File: src/rtl/ks_ctrl_pkg.sv
// Shared definitions for the keystream sequencing controller:
// FSM state encoding, default session constants and the word width.
package ks_ctrl_pkg;

  localparam int KS_W          = 32;
  localparam int DEF_WARMUP    = 4;
  localparam int DEF_MAX_WORDS = 1024;

  typedef enum logic [2:0] {
    IDLE = 3'd0,
    LOAD = 3'd1,
    SEED = 3'd2,
    WARM = 3'd3,
    RUN  = 3'd4,
    DONE = 3'd5
  } ks_state_e;

endpackage

File: src/rtl/ks_out_buf.sv
// One-word keystream output buffer with valid/ready backpressure.
// Handshake: a word moves to the consumer on any cycle where valid=1 and
// ready=1 (take). valid stays high and data stays frozen until that happens.
// fill tells the controller the buffer captures din this cycle, which is also
// the cycle the generator must advance.
module ks_out_buf
  import ks_ctrl_pkg::*;
#(
  parameter int W = KS_W
) (
  input  logic         clk,
  input  logic         reset,
  input  logic         run,
  input  logic         room,
  input  logic [W-1:0] din,
  input  logic         ready,
  output logic [W-1:0] data,
  output logic         valid,
  output logic         fill,
  output logic         take
);

  assign take = valid & ready;
  // Capture only in RUN, only while the session still has budget, and only
  // when the slot is empty or being emptied this cycle.
  assign fill = run & (~valid | take) & room;

  // Buffer register: capture on fill, drop valid on a take with no refill.
  always_ff @(posedge clk or negedge reset) begin
    if (!reset) begin
      data  <= '0;
      valid <= 1'b0;
    end else if (fill) begin
      data  <= din;
      valid <= 1'b1;
    end else if (take) begin
      valid <= 1'b0;
    end
  end

endmodule

File: src/rtl/ks_sched_ctrl.sv
// Sequencing controller for the chaotic-map keystream generator: loads
// key/IV, seeds the state, discards WARMUP iterations, then streams up to
// MAX_WORDS words through a one-word valid/ready buffer before returning
// to IDLE for a rekey.
module ks_sched_ctrl
  import ks_ctrl_pkg::*;
#(
  parameter int WARMUP    = DEF_WARMUP,
  parameter int WC_W      = 3,
  parameter int MAX_WORDS = DEF_MAX_WORDS,
  parameter int MW_W      = 11
) (
  input  logic            clk,
  input  logic            reset,
  input  logic            start,
  input  logic [KS_W-1:0] ks_in,
  input  logic            ks_ready,
  output logic            read0,
  output logic            s,
  output logic            en1,
  output logic [KS_W-1:0] ks_data,
  output logic            ks_valid,
  output logic            busy,
  output logic            done,
  output logic [MW_W-1:0] word_cnt,
  output logic [2:0]      state
);

  ks_state_e       state_q;
  ks_state_e       state_d;
  logic [WC_W-1:0] warm_cnt;
  logic [MW_W-1:0] issued;
  logic            in_run;
  logic            room;
  logic            fill;
  logic            take;
  logic            last_take;
  logic            start_ok;

  assign in_run    = (state_q == RUN);
  assign room      = (issued < MW_W'(MAX_WORDS));
  assign last_take = take & (word_cnt == MW_W'(MAX_WORDS - 1));
  assign start_ok  = (state_q == IDLE) & start;
  assign state     = state_q;

  ks_out_buf #(.W(KS_W)) u_out_buf (
    .clk   (clk),
    .reset (reset),
    .run   (in_run),
    .room  (room),
    .din   (ks_in),
    .ready (ks_ready),
    .data  (ks_data),
    .valid (ks_valid),
    .fill  (fill),
    .take  (take)
  );

  // Datapath strobes decode straight from state; en1 in RUN follows fill so
  // a stalled buffer freezes the generator.
  always_comb begin
    read0 = (state_q == LOAD);
    s     = (state_q == WARM) | (state_q == RUN);
    en1   = (state_q == SEED) | (state_q == WARM) | (in_run & fill);
  end

  // Next-state logic.
  always_comb begin
    state_d = state_q;
    case (state_q)
      IDLE:    if (start) state_d = LOAD;
      LOAD:    state_d = SEED;
      SEED:    state_d = WARM;
      WARM:    if (warm_cnt == WC_W'(WARMUP - 1)) state_d = RUN;
      RUN:     if (last_take) state_d = DONE;
      DONE:    state_d = IDLE;
      default: state_d = IDLE;
    endcase
  end

  // State register plus registered busy/done flags derived from the next state.
  always_ff @(posedge clk or negedge reset) begin
    if (!reset) begin
      state_q <= IDLE;
      busy    <= 1'b0;
      done    <= 1'b0;
    end else begin
      state_q <= state_d;
      busy    <= (state_d != IDLE);
      done    <= (state_d == DONE);
    end
  end

  // Warm-up counter: cleared while seeding, counts discarded iterations.
  always_ff @(posedge clk or negedge reset) begin
    if (!reset) begin
      warm_cnt <= '0;
    end else if (state_q == SEED) begin
      warm_cnt <= '0;
    end else if (state_q == WARM) begin
      warm_cnt <= warm_cnt + WC_W'(1);
    end
  end

  // Session counters: issued counts captures, word_cnt counts consumer takes.
  // Both clear on an accepted start and hold after the session ends.
  always_ff @(posedge clk or negedge reset) begin
    if (!reset) begin
      issued   <= '0;
      word_cnt <= '0;
    end else if (start_ok) begin
      issued   <= '0;
      word_cnt <= '0;
    end else begin
      if (fill) issued   <= issued + MW_W'(1);
      if (take) word_cnt <= word_cnt + MW_W'(1);
    end
  end

endmodule

File: config.mk
export PLATFORM = sky130hd
export DESIGN_NAME = ks_sched_ctrl
export DESIGN_NICKNAME = d
export VERILOG_FILES = /design/src/rtl/ks_ctrl_pkg.sv /design/src/rtl/ks_out_buf.sv /design/src/rtl/ks_sched_ctrl.sv
export SDC_FILE = /design/constraint.sdc
export NUM_CORES = 1
export LEC_CHECK = 0
export BUFFER_PORTS_ARGS = -buffer_cell sky130_fd_sc_hd__clkbuf_2
export CORE_ASPECT_RATIO = 0.9
export CORE_MARGIN = 4
export CORE_UTILIZATION = 50
export DETAILED_ROUTE_END_ITERATION = 8
export GPL_TIMING_DRIVEN = 0
export PLACE_DENSITY_LB_ADDON = 0.12
export RECOVER_POWER = 100
export SLEW_MARGIN = 20
export SYNTH_ARGS = -nofsm -noshare
export SYNTH_HDL_FRONTEND = slang
export SYNTH_SLANG_ARGS = --single-unit
File: constraint.sdc
create_clock -name clk -period 3.4 [get_ports clk]
set_input_delay 0.68 -clock clk [delete_from_list [all_inputs] [get_ports clk]]
set_output_delay 0.68 -clock clk [all_outputs]
set_load 0.05 [all_outputs]
# [After elaboration in Yosys (flattened, before gate mapping)]
# Index checks and enable logic that the tools add are counted.
[totals] regBits=63 input_bits=36 out_inout_bits=52 wordCells=48
[classes] n_addsub=3 magnitude_cmp=1 eq_ne=7 mux=12 n_bitwise=11 reduce_logical=6
[ops] cell="11-bit 2-to-1 mux" count=4
[ops] cell="11-bit by 1-bit adder with 11-bit output (second input constant)" count=2
[ops] cell="3-bit 2-to-1 mux" count=5
[ops] cell="3-bit case mux with 5 select lines" count=1
[ops] cell="11-bit by 10-bit equality test with 1-bit output (second input constant)" count=1
[ops] cell="11-bit less-than comparator (second input constant)" count=1
[ops] cell="3-bit by 2-bit equality test with 1-bit output (second input constant)" count=3
[ops] cell="2-bit nonzero test" count=4
[ops] cell="1-bit AND" count=6
[ops] cell="3-bit equality test (second input constant)" count=2
[ops] cell="1-bit bitwise OR" count=4
[ops] cell="3-bit by 1-bit adder with 3-bit output (second input constant)" count=1
[ops] cell="3-bit by 1-bit equality test with 1-bit output (second input constant)" count=1
[ops] cell="3-bit zero test" count=1
[ops] cell="3-bit nonzero test" count=1
[ops] cell="1-bit 2-to-1 mux" count=2
[ops] cell="1-bit NOT" count=1

# [Logic depth before layout (Yosys ltp)]
[depth] depth_word=6 depth_mapped=9 depth_no_buf=5

# [By module]
# From an unflattened synthesis, not the netlist that was laid out.
[hier_totals] hier_cells=229 area_unflattened_um2=2776.4
[modules_own_cells] module="ks_sched_ctrl" n_inst=1 cells_each=155 area_each_um2=1520.2 seq_area_each_um2=750.7
[modules_own_cells] module="ks_out_buf" n_inst=1 cells_each=74 area_each_um2=1256.2 seq_area_each_um2=825.8

# [Worst setup path after synthesis]
# No wires, ideal clock.
[synth_path] path_type="flip-flop to output port" start="register state_q[2], in the netlist state[2]" end="output en1" t_arrival_ns=2.566 t_required_ns=2.720 path_slack_ns=0.154 stages_incl_launch_ff=9 n_path_buf=5 cell_sequence="dfrtp_1 buf_2 or3b_1 buf_2 or3_1 clkbuf_1 clkbuf_1 clkbuf_1 nand2_1"
[synth_via] elab_chain_cells=5 word_cells_on_any_way=8 cone_classes="eq/ne: 3; bitwise: 5"
[synth_lines] element="start: declaration" line_no="ks_sched_ctrl.sv:29" text="ks_state_e state_q;"
[synth_lines] element="start signal: assignment" line_no="ks_sched_ctrl.sv:88" text="state_q <= state_d;"
[synth_lines] element="3-bit equality test" line_no="ks_sched_ctrl.sv:40" text="assign in_run = (state_q == RUN);"
[synth_lines] element="1-bit AND (2 in series)" line_no="ks_out_buf.sv:26" text="assign fill = run & (~valid | take) & room;"
[synth_lines] element="1-bit AND" line_no="ks_sched_ctrl.sv:64" text="en1 = (state_q == SEED) | (state_q == WARM) | (in_run & fill);"
[synth_lines] element="1-bit bitwise OR *" line_no="ks_sched_ctrl.sv:64"
[synth_lines] element="end: declaration" line_no="ks_sched_ctrl.sv:20" text="output logic en1,"
# Every way passes the cells marked *; elsewhere a longest branch is shown, timed or not.

# [Worst setup path after layout]
[layout_path] start="register state_q[0], in the netlist state[0]" end="output en1"
# Same word-level chain as after synthesis.

==> impl_results.md <==
* Outcome: complete, but fails checks
* Failing checks: capacitance limit, slew limit
* FF-to-FF setup slack at 850 ps
* Worst Skew at 6.89 ps
* Reg2reg start: state[0]
* Mapped cell area at 2710 um^2
* Synth async-reset ratio at 100%
* Die width at 85.6 um
* # IOs at 88
* Synthesized flop and latch total at 63
* First-pass detailed-route iteration total at 4
* Root Driver: clkbuf_8
* Antenna diodes at 0
* HPWL after DPL at 4060 um
* Fmax at 0.313 GHz
* Worst Hold Class: flop to flop
* Fin. max-slew vios at 31
* Total Routing Usage GR at 18.4%
* Main synth FF type: dfrtp_1
* Static leakage at 1.68 nW
* Top-count cell post-synth: nand2_1
* Register area share after synthesis at 58.3%
* Initial antenna violation count at 0
* XOR/XNOR Fraction of Synth Area at 3.56%
* Synth cell types at 32
* Hold path startpoint: u_out_buf.data[30]
* Compound-Gate Fraction of Synth Area at 3.74%
* RSZ-0062 raised after global routing: no
* RePlAce Congestion at 0.753
* CTS tree: yes
* Placed cell areas at 3250 um^2
* Commonest cells post-synth: nand2_1, dfrtp_1, nor2_1
* Starting Density at 51.5%
* H-tree level count at 3
* Post-synth EDFFs at 0
* WP data arrival at 2510 ps
* Synth Instances at 289
* Critical Path RT at 2720 ps
* Tmin final at 3190 ps
* Power Density at 976 nW/um^2
* PortBufs at 87
* WL per Instance at 12.5 um
* Slew HR at -4.41%
* Max VDD drop at 0.000567 V
* # nets final at 427
* Synth Warn # at 0
* Mux contribution to synthesized area at 1.48%
* Die area at 6660 um^2
* Worst reg-to-reg path cell count at 7
* Layout cells sized above 1 at 14.5%
* Final WS setup at 209 ps
* Fin area at 3370 um^2
* Area share of the largest cell type after synthesis at 58.3%
* FF-to-FF End: u_out_buf.data[31]
* Vias in the first global route at 2152
* CTS buffer count at 9
* Main combinational cell family by area after synthesis: simple AND/OR/NAND/NOR gates
* Vias post-DR at 2250
* Tcrit/Tclk final at 93.9%
* Die Span Y at 77.8 um
* Max Cap Viol at 1
* First-pass GRT wire length at 9640 um
* Yosys top cell by area: dfrtp_1
* Area of the core at 5260 um^2
* Clock Latency Late Sink at 330 ps
* Final core utilization at 64.1%
* Area contributors post-synth: dfrtp_1, nand2_1, xor2_1, nor2_1, ha_1
* CP Launch Type: flop
* Post-Route Setup TNS at 0 ps
* Std-Cell Rows at 25
* Worst-path clk slew at 70 ps
* Sink Count at 63
* Worst slack, placed at 139 ps
* Adder-cell share of the synthesized area at 1.85%
* GR Overflow Total at 0
* Synthesized Nets at 329
* Final WL at 5740 um
* DRT iter0 DRCs at 67
* WS Path Type: flop to output port
* DR vias/cell at 4.90
* Post-route DRC at 0
* Post-synthesis simple-gate area fraction at 28.5%
* Worst-margin pin slew at 1570 ps
* Destination of the worst hold path: u_out_buf.data[30]
* Final hold violation count at 0
* CP endpoint kind: output port
* Antenna viol nets, final at 0
* Layout area overhead at 24.4%
* Smallest hold slack at 472 ps
* Syn_area_per_cell at 9.36 um^2
* Clock buffer depth at 2
* Hold Path Stages at 2
* Largest net degree at the start of global routing at 35
* # fillers at 507
* Final setup viols at 0
* Crit path max fanout at 19
[cells in the final DEF (no fill, tap or decap), types with 2 or more instances in the layout]
cell,Yosys,final
ha_1,4,4
buf_2,3,5
clkbuf_1,10,61
nor2b_1,2,2
clkbuf_2,0,35
nand3_1,10,10
dfrtp_1,63,63
xor2_1,11,11
and2_1,2,2
nand2b_1,5,5
o31ai_1,3,3
and4_1,3,3
and3_1,2,2
clkbuf_8,0,12
o21ai_0,7,7
mux2i_1,4,4
a21oi_1,4,4
or4_1,2,2
nand4_1,7,7
nor3_1,2,3
nor2_1,16,16
inv_1,2,2
nand2_1,116,116
clkinv_2,0,2
[metal layers]
layer	wire, um	GRT usage, %	vias up	share of wire [%]
li1	-	-	1134	-
met1	2660	23.8	1057	46
met2	2690	28.8	51	47
met3	334	6.37	8	5.8
met4	61	6.17	0	1.1
met5	0	0	-	0
[cell type report]
cell class	count	area (um^2)	area share, %
clock buffers	13	169	5.02
plain buffers	13	61.3	1.82
clock inverters	3	40.0	1.19
repair buffers	88	375	11.1
well taps	67	83.8	2.49
inverters	2	7.51	0.223
flip-flops and latches	63	1580	46.8
multi-input cells	210	1050	31.3
[state kept, by name, indices dropped and copies added, names as in the netlist]
signal and cells:
state 3, u_out_buf.data 32, busy 1, issued 11
u_out_buf.valid 1, done 1, word_cnt 11, warm_cnt 3
[cell families after synthesis]
group | after synthesis
muxes | 4
AOI/OAI and AO/OA | 17
DFF | 63
adders and majority gates | 4
buffers and inverters | 16
and+or+nand+nor | 174
xor gates and xnor gates | 11
[through the flow]
| stage | std cells | power [mW] |
|---|---|---|
| final | 459 | 3.29 |
| after global routing | 459 | 3.49 |
| after CTS | 459 | 3.39 |
| after detailed placement | 444 | 2.71 |
| after global placement | 443 | 2.67 |
| after floorplan | 289 | 2.32 |
[power breakdown]
part / internal, mW / switching (mW)
Clock: 0.397 / 0.274
Combinational: 0.271 / 1.19
Sequential: 1.01 / 0.148
[how the worst max path moves through the flow]
| stage | startpoint | endpoint | slack, ps | cells past startpoint |
|---|---|---|---|---|
| final | state[0] | en1 | 210 | 8 |
| after global routing | state[0] | en1 | 20 | 8 |
| after CTS | state[0] | en1 | 70 | 8 |
| after detailed placement | ks_ready | en1 | 140 | 8 |
| after global placement | ks_ready | en1 | 170 | 8 |
| after floorplan | state[2] | en1 | 150 | 8 |
[repair_timing]
| action | 4_1_cts | 5_1_grt |
|---|---|---|
| gates resized for setup | 1 | 2 |
| pin swaps | 0 | 0 |
| endpoints found under the setup margin | 1 | 1 |
| setup buffers | 0 | 0 |
| hold buffers | 0 | 0 |
[worst max-delay path, stage by stage (launching register included)]
cell and delay (ps):
dfrtp_1 380, buf_2 170, or3b_1 340, buf_2 160, or3_1 340, clkbuf_1 170, buf_2 270, nand2_1 90
buf_2 260
No activity file was read; power rests on OpenSTA's default activity.
